## src/rtl/lsu_bus_ctrl.sv

```systemverilog
// Load/store bus controller: issues word-aligned bus accesses with byte enables and
// replicated store data, right-aligns load data, stalls the pipeline and flags faults/timeouts.
module lsu_bus_ctrl #(
  parameter int unsigned TIMEOUT_CYCLES = 64
) (
  input  logic        clk,
  input  logic        reset,
  input  logic        MemRead,
  input  logic        MemWrite,
  input  logic [31:0] Addr,
  input  logic [31:0] WriteData,
  input  logic [2:0]  funct3,
  output logic        Stall,
  output logic [31:0] ReadData,
  output logic        MisalignedFault,
  output logic        BusError,
  output logic        mem_req,
  output logic        mem_we,
  output logic [31:0] mem_addr,
  output logic [3:0]  mem_be,
  output logic [31:0] mem_wdata,
  input  logic        mem_gnt,
  input  logic        mem_rvalid,
  input  logic [31:0] mem_rdata
);

  localparam int unsigned CntW = $clog2(TIMEOUT_CYCLES) + 1;
  localparam logic [CntW-1:0] CntLimit = CntW'(TIMEOUT_CYCLES - 1);

  typedef enum logic [1:0] {StIdle, StReq, StWait, StDone} state_e;

  state_e          state_q, state_d;
  logic [CntW-1:0] cnt_q, cnt_d;
  logic [31:0]     rdata_q, rdata_d;
  logic [31:0]     addr_q, addr_d;
  logic [31:0]     wdata_q, wdata_d;
  logic [3:0]      be_q, be_d;
  logic            we_q, we_d;
  logic [1:0]      off_q, off_d;
  logic            fault_q, fault_d;
  logic            berr_q, berr_d;

  logic       req;
  logic       fault;
  logic [1:0] size;
  logic       limit;

  assign req   = MemRead | MemWrite;
  assign size  = funct3[1:0];
  assign fault = (size == 2'b11) || ((size == 2'b01) && Addr[0]) ||
                 ((size == 2'b10) && (Addr[1:0] != 2'b00));
  assign limit = (cnt_q >= CntLimit);

  always_comb begin
    state_d = state_q;
    cnt_d   = cnt_q;
    rdata_d = rdata_q;
    addr_d  = addr_q;
    wdata_d = wdata_q;
    be_d    = be_q;
    we_d    = we_q;
    off_d   = off_q;
    fault_d = 1'b0;
    berr_d  = 1'b0;
    Stall   = 1'b0;

    unique case (state_q)
      StIdle: begin
        if (req && fault) begin
          fault_d = 1'b1;
        end else if (req) begin
          Stall   = 1'b1;
          state_d = StReq;
          cnt_d   = '0;
          addr_d  = {Addr[31:2], 2'b00};
          we_d    = MemWrite;
          off_d   = Addr[1:0];
          unique case (size)
            2'b00: begin
              be_d    = 4'b0001 << Addr[1:0];
              wdata_d = {4{WriteData[7:0]}};
            end
            2'b01: begin
              be_d    = 4'b0011 << Addr[1:0];
              wdata_d = {2{WriteData[15:0]}};
            end
            default: begin
              be_d    = 4'b1111;
              wdata_d = WriteData;
            end
          endcase
        end
      end
      StReq: begin
        Stall = 1'b1;
        cnt_d = cnt_q + 1'b1;
        if (mem_gnt) begin
          state_d = we_q ? StDone : StWait;
        end else if (limit) begin
          state_d = StDone;
          rdata_d = '0;
          berr_d  = 1'b1;
        end
      end
      StWait: begin
        Stall = 1'b1;
        cnt_d = cnt_q + 1'b1;
        if (mem_rvalid) begin
          state_d = StDone;
          rdata_d = mem_rdata >> {off_q, 3'b000};
        end else if (limit) begin
          state_d = StDone;
          rdata_d = '0;
          berr_d  = 1'b1;
        end
      end
      default: begin
        // One un-stalled cycle lets the pipeline advance; requests are not looked at here.
        state_d = StIdle;
      end
    endcase
  end

  always_ff @(posedge clk) begin
    if (reset) begin
      state_q <= StIdle;
      cnt_q   <= '0;
      rdata_q <= '0;
      addr_q  <= '0;
      wdata_q <= '0;
      be_q    <= '0;
      we_q    <= 1'b0;
      off_q   <= '0;
      fault_q <= 1'b0;
      berr_q  <= 1'b0;
    end else begin
      state_q <= state_d;
      cnt_q   <= cnt_d;
      rdata_q <= rdata_d;
      addr_q  <= addr_d;
      wdata_q <= wdata_d;
      be_q    <= be_d;
      we_q    <= we_d;
      off_q   <= off_d;
      fault_q <= fault_d;
      berr_q  <= berr_d;
    end
  end

  assign mem_req         = (state_q == StReq);
  assign mem_we          = we_q;
  assign mem_addr        = addr_q;
  assign mem_be          = be_q;
  assign mem_wdata       = wdata_q;
  assign ReadData        = rdata_q;
  assign MisalignedFault = fault_q;
  assign BusError        = berr_q;

endmodule

```

## config.mk

```make
export PLATFORM = sky130hd
export DESIGN_NAME = lsu_bus_ctrl
export DESIGN_NICKNAME = d
export VERILOG_FILES = /design/src/rtl/lsu_bus_ctrl.sv
export SDC_FILE = /design/constraint.sdc
export NUM_CORES = 1
export LEC_CHECK = 0
export ABC_AREA = 0
export BUFFER_PORTS_ARGS = -buffer_cell sky130_fd_sc_hd__buf_2
export CAP_MARGIN = 20
export CORE_MARGIN = 4
export CORE_UTILIZATION = 45
export CTS_CLUSTER_DIAMETER = 80
export CTS_CLUSTER_SIZE = 8
export DETAILED_ROUTE_END_ITERATION = 6
export PLACE_DENSITY_LB_ADDON = 0.15
export SLEW_MARGIN = 20
export SYNTH_ARGS = -nofsm -noshare
export SYNTH_HDL_FRONTEND = slang
export SYNTH_SLANG_ARGS = --single-unit
```

## constraint.sdc

```tcl
create_clock -name clk -period 2.4 [get_ports clk]
set_clock_uncertainty 0.2 [all_clocks]
set_input_delay 0.24 -clock clk [delete_from_list [all_inputs] [get_ports clk]]
set_output_delay 0.24 -clock clk [all_outputs]
set_load 0.02 [all_outputs]
```

[After elaboration in Yosys (flattened, before gate mapping)]
Index checks and enable logic that the tools add are counted.
Storage, ports and cells
  register bits after elaboration: 112
  latch bits: 0
  bits in writable memories: 0
  bits in read-only memories: 0
  word-level logic and storage cells: 66
  memories: 0
Operators by class
  add/sub/neg operators: 1
  $mul: 0
  divide/modulo/power cells: 0
  magnitude comparators: 1
  eq/ne operators: 8
  shift operators: 3
  mux-type cells: 24
  bitwise operators: 3
  reductions and logical operators: 16
Operator list (number)
  $pmux W32 S2: 2
  $mux W32: 3
  $shr A32 B5 Y32: 1
  $mux W7: 2
  $pmux W7 S2: 1
  $mux W2: 5
  $pmux W4 S2: 1
  $add A7 B1 Y7 const B: 1
  $ge A7 B6 Y1 const B: 1
  $mux W1: 7
  $eq A2 B2 Y1 const B: 3
  $ne A2 B2 Y1 const B: 3
  $pmux W2 S3: 1
  $reduce_and A3 Y1: 2
  $reduce_bool A2 Y1: 3
  $eq A2 B1 Y1 const B: 2
  $logic_not A2 Y1: 2
  $pmux W1 S2: 2
  $reduce_and A2 Y1: 2
  $reduce_or A2 Y1: 2
  $shl A1 B2 Y4 const A: 1
  $shl A2 B2 Y4 const A: 1
  $logic_and A1 B1 Y1: 3
  $logic_or A1 B1 Y1: 2
  2 further kinds: 3

[Depth between registers and ports, before layout]
Gate-level depths: netlist of run 1.
  word-level depth: 7
  depth in mapped cells: 9
  mapped depth without buffers: 6

[Worst setup path before layout of run 1]
No wires, ideal clock.
  path type: register to register
  start point: register state_q[1]
  end point: register rdata_q[24], in the netlist ReadData[24]
  arrival time: 1.825 ns
  required time: 2.142 ns
  setup slack: 0.318 ns
  stages on the path, launching flop included: 8
  buffers on the path: 1
  clock period less this slack: 2.082 ns
  cells stage by stage: dfxtp_1 inv_1 ha_1 and2_4 or4_4 buf_6 nor2_8 a22o_2
Between the ends
  word-level cells in the longest chain between the ends: 3
  elaborated cells on any way between the ends: 6
Ends and longest elaborated chain
  start: declaration: RTL line 32  | state_e state_q, state_d;
  start signal: assignment: RTL line 126  | state_q <= StIdle;
  start signal: assignment: RTL line 137  | state_q <= state_d;
  $eq A2 B1 Y1 *
  via mem_req: RTL line 17  | output logic mem_req,
  $ne A2 B2 Y1 (no source line) or $reduce_bool A2 Y1 (tied branches)
  $reduce_and A2 Y1 (no source line)
  end signal: assignment: RTL line 139  | rdata_q <= rdata_d;
  end: declaration: RTL line 34  | logic [31:0] rdata_q, rdata_d;
The timed path passes the listed nets; every way through them passes the cells marked *.
A chain may end at the register's enable or synchronous reset.

[Final worst setup path of run 1]
  start point: register state_q[0]
  end point: output Stall
Between the ends
  word-level cells in the longest chain between the ends: 3
  elaborated cells on any way between the ends: 5
Ends and longest elaborated chain
  $eq A2 B1 Y1 or $eq A2 B2 Y1 (tied branches): RTL line 67  | unique case (state_q)
  $reduce_or A2 Y1 (no source line)
  $pmux W1 S2 *: RTL line 67
  end: declaration: RTL line 13  | output logic Stall,
Every way passes the cells marked *; elsewhere a longest branch is shown, timed or not.

==> run metrics, run 1 <==
status=complete, no violations; initial DRC count=307; cell chain of the critical path=inv_1, buf_4, ha_4, o21a_4, o21ai_4, a21oi_1, buf_2; Yosys cell types=48; # port buffers=206; clk_lat worst skew=370 ps; antenna diode count=0; FF+latch count, synth=112; post-route ant nets=0; yosys warns=0; Worst R2R End=ReadData[29]$_SDFFE_PP0P_; DIE WIDTH=113 um; Residual DRC=0; Clock Pin Slew Worst Setup and Hold Paths=90 ps; commonest non-fill, non-tap cell in the layout=buf_2; pre-CTS WS=62.1 ps; Final Util=65.4%; P&R area growth vs syn=42.8%; All-Layer GR Usage=23.3%; CTS root buffer=clkbuf_8; RD Place Congestion=0.802; number of global-route vias before repair=5044; Clock Sink Count=112; CP Data Required Time=1960 ps; CTS H-tree depth=3; Worst path slowest cell=dfxtp_1; RR Startpoint=state_q[1]$_SDFFE_PP0P_; R2R setup slack=150 ps; most common flop cell mapped by yosys=dfxtp_1; CP Data Arrival Time=1840 ps; Worst Hold Class=in2reg; WL final=15400 um; largest net degree at the start of global routing=82; first-pass GRT wire length=24400 um; Critical Setup Path Class=reg2out; post-synthesis xor/xnor area fraction=0%; Post-DP HPWL=10300 um; antenna violations before repair=0; slew margin rel.=42.7%; vias per std cell=5.27; Final Hold Vio Count=0; layout cells sized above 1=31.0%; Syn Inst Count=569; Pre-antenna DRT Iters=5; Initial Util=45.8%; Setup crit start=state_q[0]$_SDFFE_PP0P_; Critical Path Sink=Stall; IO Count=210; CP endpoint kind=primary output; cell area after synthesis=0.00495 mm2; mean post-synth cell area=8.69 um2; Die H=113 um; die area=0.0127 mm2; leakage power=3.18 nW; most frequent cells in the layout=buf_2 (206), nand2_1 (127), dfxtp_1 (111), dlygate4sd3_1 (76), a21oi_1 (56); core area=0.0108 mm2; Setup-failing EPs final=0; minimum clock period=2280 ps; Max Root-Sink Buffers=2; placement row count=38; peak supply drop=0.423 mV; Slew Limit Fails=0; Adder-Cell Fraction of Synth Area=1.52%; crit-path max FO=10; grt total ovfl=0; DR WL/cell=15.8 um; CP top delay family=compound AO/OA/AOI/OAI gates; period utilization=94.9%; CP Buf/Inv Count=3; multi-input combinational cell area=0.00248 mm2; CP max stage delay=360 ps; Max Cap Viol=0; Post-CTS Setup Inserts=0; fmax=439 MHz; cell depth of the worst setup path=7; sequential cell area=0.00224 mm2; fraction of registers with async set or reset after synthesis=0%; register area share after synthesis=45.3%; Worst-Margin Slew=860 ps; Worst Setup Slack, final=123 ps; mux contribution to synthesized area=6.88%; largest family of logic cells by synthesized area=compound AO/OA/AOI/OAI gates; clock buffer count from CTS=9; nets@finish=946; via count=5164; Compound-Gate Fraction of Synth Area=23.4%; pwr/cell area=735 mW/mm2; startpoint types=flip-flop; Post-synth EDFFs=0; Reg2Reg Depth=7; CTS tree=built; post-synthesis simple-gate area fraction=17.0%; Setup TNS Final=0 ps; FILL cells=906
## cells by family (layout without fill, tap and decap cells)
family / Yosys count / in the layout
simple gates: 191 / 191
compound gates: 167 / 168
buf+inv: 58 / 326
other cells: 1 / 2
flops: 112 / 112
mux: 34 / 34
fa+ha+maj: 6 / 6
## cell type report
cell class                      count  area share [%]
Timing Repair Buffer              302            27.8
Tap cell                          140            2.48
Inverter                            9           0.478
Clock buffer                       15            2.36
Sequential cell                   112            31.8
Multi-Input combinational cell    401            35.1
## cells in the mapped netlist (3+ instances only)
| library cell | number | area, um2 |
|---|---|---|
| buf_4 | 6 | 45.0 |
| buf_2 | 24 | 120 |
| a211o_1 | 13 | 114 |
| o211ai_1 | 11 | 82.6 |
| and4_1 | 3 | 26.3 |
| a32o_1 | 8 | 80.1 |
| dfxtp_1 | 112 | 2240 |
| a211oi_1 | 9 | 67.6 |
| nand3_1 | 8 | 40.0 |
| clkbuf_1 | 14 | 52.6 |
| o2bb2ai_1 | 8 | 70.1 |
| mux2i_1 | 34 | 340 |
| inv_1 | 8 | 30.0 |
| nor2b_1 | 10 | 62.6 |
| o21ai_0 | 22 | 110 |
| a22o_2 | 8 | 80.1 |
| a21oi_1 | 56 | 280 |
| a22o_1 | 9 | 78.8 |
| a311oi_1 | 10 | 87.6 |
| nor2_1 | 25 | 93.8 |
| nand4_1 | 3 | 18.8 |
| ha_1 | 6 | 75.1 |
| nor3_1 | 3 | 15.0 |
| nand2_1 | 127 | 477 |
## timing repair
| item | in CTS | in global routing |
|---|---|---|
| gates resized for setup | 3 | 3 |
| hold endpoints to repair | 77 | 0 |
| hold buffers | 76 | 0 |
| gates cloned | 1 | 0 |
| endpoints found under the setup margin | 1 | 12 |
## through the flow
stage	power, W	area (um2)	hold WS [ps]	instances
CTS	0.00517	7040	5.47	979
global placement	0.00397	6100	239	887
global route	0.00549	7060	31.3	979
detailed placement	0.00403	6100	243	887
floorplan	0.00343	4950	171	570
finish	0.00519	7060	18.9	979
## routing by layer
metal	part of all wire [%]	global-route usage, %
met1	43	28.8
met5	0	0
met4	1.9	8.89
met2	48	40.0
met3	7.6	4.92
## worst min path at each step
stage                                          from                        end  slack (ps)  cells after the start
final                                 mem_rdata[17]  ReadData[17]$_SDFFE_PP0P_          20                      3
after global routing                  mem_rdata[18]  ReadData[18]$_SDFFE_PP0P_          30                      3
after CTS                             mem_rdata[18]  ReadData[18]$_SDFFE_PP0P_           5                      3
after detailed placement  mem_wdata[7]$_SDFFE_PP0P_  mem_wdata[7]$_SDFFE_PP0P_         240                      2
after global placement    mem_addr[18]$_SDFFE_PP0P_  mem_addr[18]$_SDFFE_PP0P_         240                      2
after floorplan                       mem_rdata[27]  ReadData[27]$_SDFFE_PP0P_         170                      1
## worst reg2reg max path, cell delays in order (launching register included)
cell and delay [ps]:
dfxtp_1 410, inv_1 130, ha_1 230, and2_4 170, buf_4 130, or4_4 580, nor2_8 190, a22o_2 160
## power by group
group | internal, W | total [W] | switching [W] | leakage (nW)
registers | 0.00208 | 0.00221 | 0.000135 | 0.914
logic | 0.000774 | 0.00195 | 0.00118 | 2.18
clock network | 0.000433 | 0.00103 | 0.000599 | 0.0838
total | 0.00328 | 0.00519 | 0.00191 | 3.18
## state kept, by name, summed over array words and instances (netlist names)
signal / count
ReadData: 32
state_q: 2
mem_wdata: 32
MisalignedFault: 1
mem_addr: 30
mem_be: 4
mem_we: 1
off_q: 2
cnt_q: 7
BusError: 1
Power figures use the tool's default switching activity.
==> run 2: changes to the inputs <==
PLACE_DENSITY = 0.78   (was not set)
PLACE_DENSITY_LB_ADDON = not set   (was 0.15)
==> run 2 against run 1 <==
Non-clock buffer count decreased by 1. Register-to-register slack about the same. Total power grew 2.6%. First-iteration DRC count is 39% higher. Die area unchanged. Critical path type is now in2out. Critical endpoint unchanged.
==> run metrics, run 2 (synthesis gave the netlist of run 1 again) <==
nets@finish=944; met3 wire length=1260 um; status=complete, no violations; multi-input combinational cell area=0.00245 mm2; Slew Limit Fails=0; initial DRC count=428; post-route ant nets=0; CP Data Arrival Time=1870 ps; CP endpoint kind=primary output; largest net degree at the start of global routing=50; placed insts=882; Post-DP HPWL=10600 um; fmax=433 MHz; die area=0.0127 mm2; grt total ovfl=0; RD Place Congestion=0.907; layout cells sized above 1=31.0%; Residual DRC=0; WL met1=6320 um; most frequent cells in the layout=buf_2 (206), nand2_1 (127), dfxtp_1 (112), dlygate4sd3_1 (75), a21oi_1 (56); Pre-antenna DRT Iters=5; Worst Hold Class=in2reg; Final Hold Vio Count=0; antenna violations before repair=0; number of global-route vias before repair=5345; first-pass GRT wire length=26300 um; FILL cells=819; CTS root buffer=clkbuf_8; Clock Pin Slew Worst Setup and Hold Paths=100 ps; # port buffers=206; commonest non-fill, non-tap cell in the layout=buf_2; minimum clock period=2310 ps; P&R area growth vs syn=42.8%; Max Root-Sink Buffers=2; Met2 Routed Length=8060 um; Die H=113 um; top sig layer=met4; placement row count=38; core area=0.0108 mm2; CTS tree=built; clock buffer count from CTS=9; R2R setup slack=160 ps; Initial Util=45.8%; CTS H-tree depth=3; via count=5342; Final Util=65.5%; startpoint types=primary input; DIE WIDTH=113 um; Worst-Margin Slew=597 ps; DR WL/cell=16.6 um; pwr/cell area=754 mW/mm2; sequential cell area=0.00224 mm2; IO Count=210; Clock Sink Count=112; All-Layer GR Usage=24.9%; clk_lat worst skew=380 ps; WL final=16200 um; Setup-failing EPs final=0; Finished Layout Cells=979; Max Cap Viol=0; crit-path max FO=7; Critical Setup Path Class=in2out; period utilization=96.2%; CP Data Required Time=1960 ps; peak supply drop=0.399 mV; leakage power=3.19 nW; vias per std cell=5.46; slew margin rel.=60.1%
==> run 2: cell count changes in the layout (fill, tap and decap cells not counted), sizes merged <==
cell | before | now
dlygate4sd3 | 76 | 75
diode | 0 | 1
bufinv | 0 | 1
clkinvlp | 0 | 1
o21ai | 24 | 23
clkinv | 1 | 4
clkbuf | 15 | 11
==> run 2: final timing paths <==
kind,depth (start not counted),endpoint,startpoint
max,6,Stall,Addr[0]
max reg2reg,8,cnt_q[4]$_SDFFE_PP0P_,state_q[0]$_SDFFE_PP0P_
min reg2reg,2,mem_addr[23]$_SDFFE_PP0P_,mem_addr[23]$_SDFFE_PP0P_
min,3,mem_wdata[23]$_SDFFE_PP0P_,WriteData[23]
==> run 2: area by class of cell <==
| class | instances | area share, % |
|---|---|---|
| antenna | 1 | 0.0354 |
| clock buffer | 11 | 2.00 |
| clock inverter | 5 | 0.797 |
| inverter | 9 | 0.478 |
| multi-input combinational | 400 | 34.7 |
| sequential | 112 | 31.7 |
| tap | 140 | 2.48 |
| timing repair buffer | 301 | 27.7 |
==> run 2: through the flow <==
stage | hold WS, ps | setup slack (ps) | TNS (ps) | power [W] | cell area [um2]
after floorplan | 171 | 318 | 0 | 0.00343 | 4950
after global placement | 240 | 187 | 0 | 0.00392 | 6040
after detailed placement | 245 | 61.5 | 0 | 0.00399 | 6040
after CTS | 7.67 | 20.6 | 0 | 0.00523 | 6990
after global routing | 28.6 | -5.31 | -5.31 | 0.00561 | 7060
final | 22.3 | 90.4 | 0 | 0.00533 | 7070
==> run 2: layer usage <==
metal  vias up  track usage [%]
li1       2544                -
met1      2498             29.3
met2       246             42.9
met3        54             6.58
met4         0             10.7
met5         -                0
==> run 2: critical path: stages <==
cell,delay [ps]
dlygate4sd3_1,540
buf_2,170
a21oi_1,380
o21ai_4,140
a21oi_1,190
buf_2,190
==> run 2: timing repair <==
item | in CTS | in global routing
endpoints found under the hold margin | 76 | 0
resized for setup | 1 | 3
hold buffers | 75 | 0
gates cloned | 0 | 0
buffers inserted | 0 | 5
pin swaps | 0 | 1
endpoints found under the setup margin | 1 | 26
==> run 2: power breakdown <==
part / total [W] / internal [W] / switching (W)
Combinational: 0.00197 / 0.000771 / 0.00119
Sequential: 0.00221 / 0.00208 / 0.000131
Clock: 0.00115 / 0.000511 / 0.000642
Total: 0.00533 / 0.00336 / 0.00197
==> run 3: changes to the inputs <==
CORE_UTILIZATION = 40   (was 45)
PLACE_DENSITY = 0.71   (was 0.78)
==> run 3 against run 2 <==
Sequential power about the same. Sequential cell count did not move. Design area is 0.32% lower. Setup slack gained 1.3 ps. First-iteration DRC count is 6.8% lower. Via count decreased by 2.9%. Global-route usage shrank 3.9 points. Largest power group unchanged. Combinational power decreased by 4%. Total power rose by 4.2%. Clock power is 26% higher. Clock-buffer cell count did not move. Highest routed layer unchanged.
==> run metrics, run 3 (synthesis gave the netlist of run 1 again) <==
met1 usage=24.7%; clk_lat worst skew=350 ps; Post-DP HPWL=10400 um; initial DRC count=399; Die H=119 um; cell internal pwr=0.00354 W; CTS root buffer=clkbuf_16; clock buffer count from CTS=9; peak supply drop=0.430 mV; Final Hold Vio Count=0; Setup-failing EPs final=0; Slew Limit Fails=0; pwr/cell area=788 mW/mm2; Max Cap Viol=0; period utilization=96.2%; RSZ-0062 raised after global routing=no; CTS tree=built; pre-CTS WS=255 ps; FILL cells=1074; antenna diode count=0; largest net degree at the start of global routing=53; RD Place Congestion=0.846; status=complete, no violations; CP Data Arrival Time=1870 ps; Worst-Margin Slew=658 ps; IO Count=210; nets@finish=926; commonest non-fill, non-tap cell in the layout=buf_2; Worst Hold Class=in2reg; DR WL/cell=15.7 um; Initial Util=41.0%; grt total ovfl=0; first-pass GRT wire length=24700 um; Post-CTS Setup Inserts=0; Clock Sink Count=112; post-route ant nets=0; leakage power=3.16 nW; vias per std cell=5.25; die area=0.0142 mm2; Setup TNS Final=0 ps; Comb power frac=34.1%; slew margin rel.=56.0%; startpoint types=flip-flop; DIE WIDTH=119 um; Worst Setup Slack, final=91.6 ps; Max Root-Sink Buffers=2; crit-path max FO=18; layout cells sized above 1=31.1%; Critical Setup Path Class=reg2out; number of global-route vias before repair=5095; CP Data Required Time=1960 ps; fmax=433 MHz; M3 GR Usage=5.27%; Clock Pin Slew Worst Setup and Hold Paths=70 ps; placed insts=908; # port buffers=206; part of the power in registers=39.9%; most used routing layer in global routing=met2; met2 Use GR=36.7%; WHS=10.5 ps; Finished Layout Cells=988; sw frac=36.1%; Residual DRC=0; most frequent cells in the layout=buf_2 (206), nand2_1 (127), dfxtp_1 (111), dlygate4sd3_1 (64), a21oi_1 (56); P_sw=0.00200 W; All-Layer GR Usage=21.0%; placement row count=40; WL final=15500 um; P&R area growth vs syn=42.4%; minimum clock period=2310 ps; part of the power in the clock network=26.1%; total power=0.00555 W; antenna violations before repair=0; CTS H-tree depth=3; core area=0.0121 mm2; via count=5188; Pre-antenna DRT Iters=5; CP endpoint kind=primary output
-- run 3: cell count changes in the layout (fill, tap and decap cells not counted), sizes merged --
cell	delta
buf	-7
bufinv	-1
clkinv	-1
diode	-1
dlygate4sd3	-11
inv	+2
-- run 3: power groups by stage --
stage | Combinational, W | Sequential [W] | Clock (W)
2_1_floorplan | 0.000961 | 0.00247 | 0
3_5_place_dp | 0.00176 | 0.00225 | 0
3_3_place_gp | 0.00171 | 0.00224 | 0
4_1_cts | 0.00185 | 0.00221 | 0.00147
6_report | 0.00189 | 0.00221 | 0.00145
5_1_grt | 0.00205 | 0.00224 | 0.00155
-- run 3: metal layers --
layer / routed length [um] / part of all wire, % / vias to the layer above
met2: 7670 / 50 / 209
met1: 6330 / 41 / 2432
met5: 0 / 0 / -
met4: 361 / 2.3 / 0
met3: 1130 / 7.3 / 33
li1: - / - / 2514
-- run 3: path summary, 6_finish.rpt --
| kind | slack [ps] | cells past startpoint | start | endpoint |
|---|---|---|---|---|
| setup / recovery | 90 | 6 | state_q[0]$_SDFFE_PP0P_ | Stall |
| hold / removal | 10 | 3 | mem_rdata[17] | ReadData[17]$_SDFFE_PP0P_ |
| setup reg to reg | 200 | 6 | state_q[1]$_SDFFE_PP0P_ | ReadData[30]$_SDFFE_PP0P_ |
| hold reg to reg | 250 | 2 | mem_addr[30]$_SDFFE_PP0P_ | mem_addr[30]$_SDFFE_PP0P_ |
-- run 3: what timing repair did --
action | CTS | global route
endpoints found under the hold margin | 64 | 0
resized for setup | 2 | 2
hold buffers | 64 | 0
setup endpoints to repair | 1 | 1
-- run 3: worst max-delay path, stage by stage, from the launching register on --
cell     delay [ps]
dfxtp_1         340
inv_1           180
ha_4            160
o21a_2          200
o21ai_4         180
a21oi_1         250
buf_2           200
-- run 3: final cells by class --
class,count,area (um2),area share [%]
repair buffers,283,1820,25.8
flip-flops and latches,112,2240,31.9
well taps,168,210,2.98
clock buffers,11,243,3.45
clock inverters,5,38.8,0.551
inverters,9,33.8,0.480
multi-input cells,400,2450,34.9
-- run 3: stage by stage --
stage	util [%]	instance area, um2
final	58.4	7040
after global routing	58.4	7040
after CTS	58.3	7030
after detailed placement	50.6	6100
after global placement	50.6	6100
after floorplan	-	4950
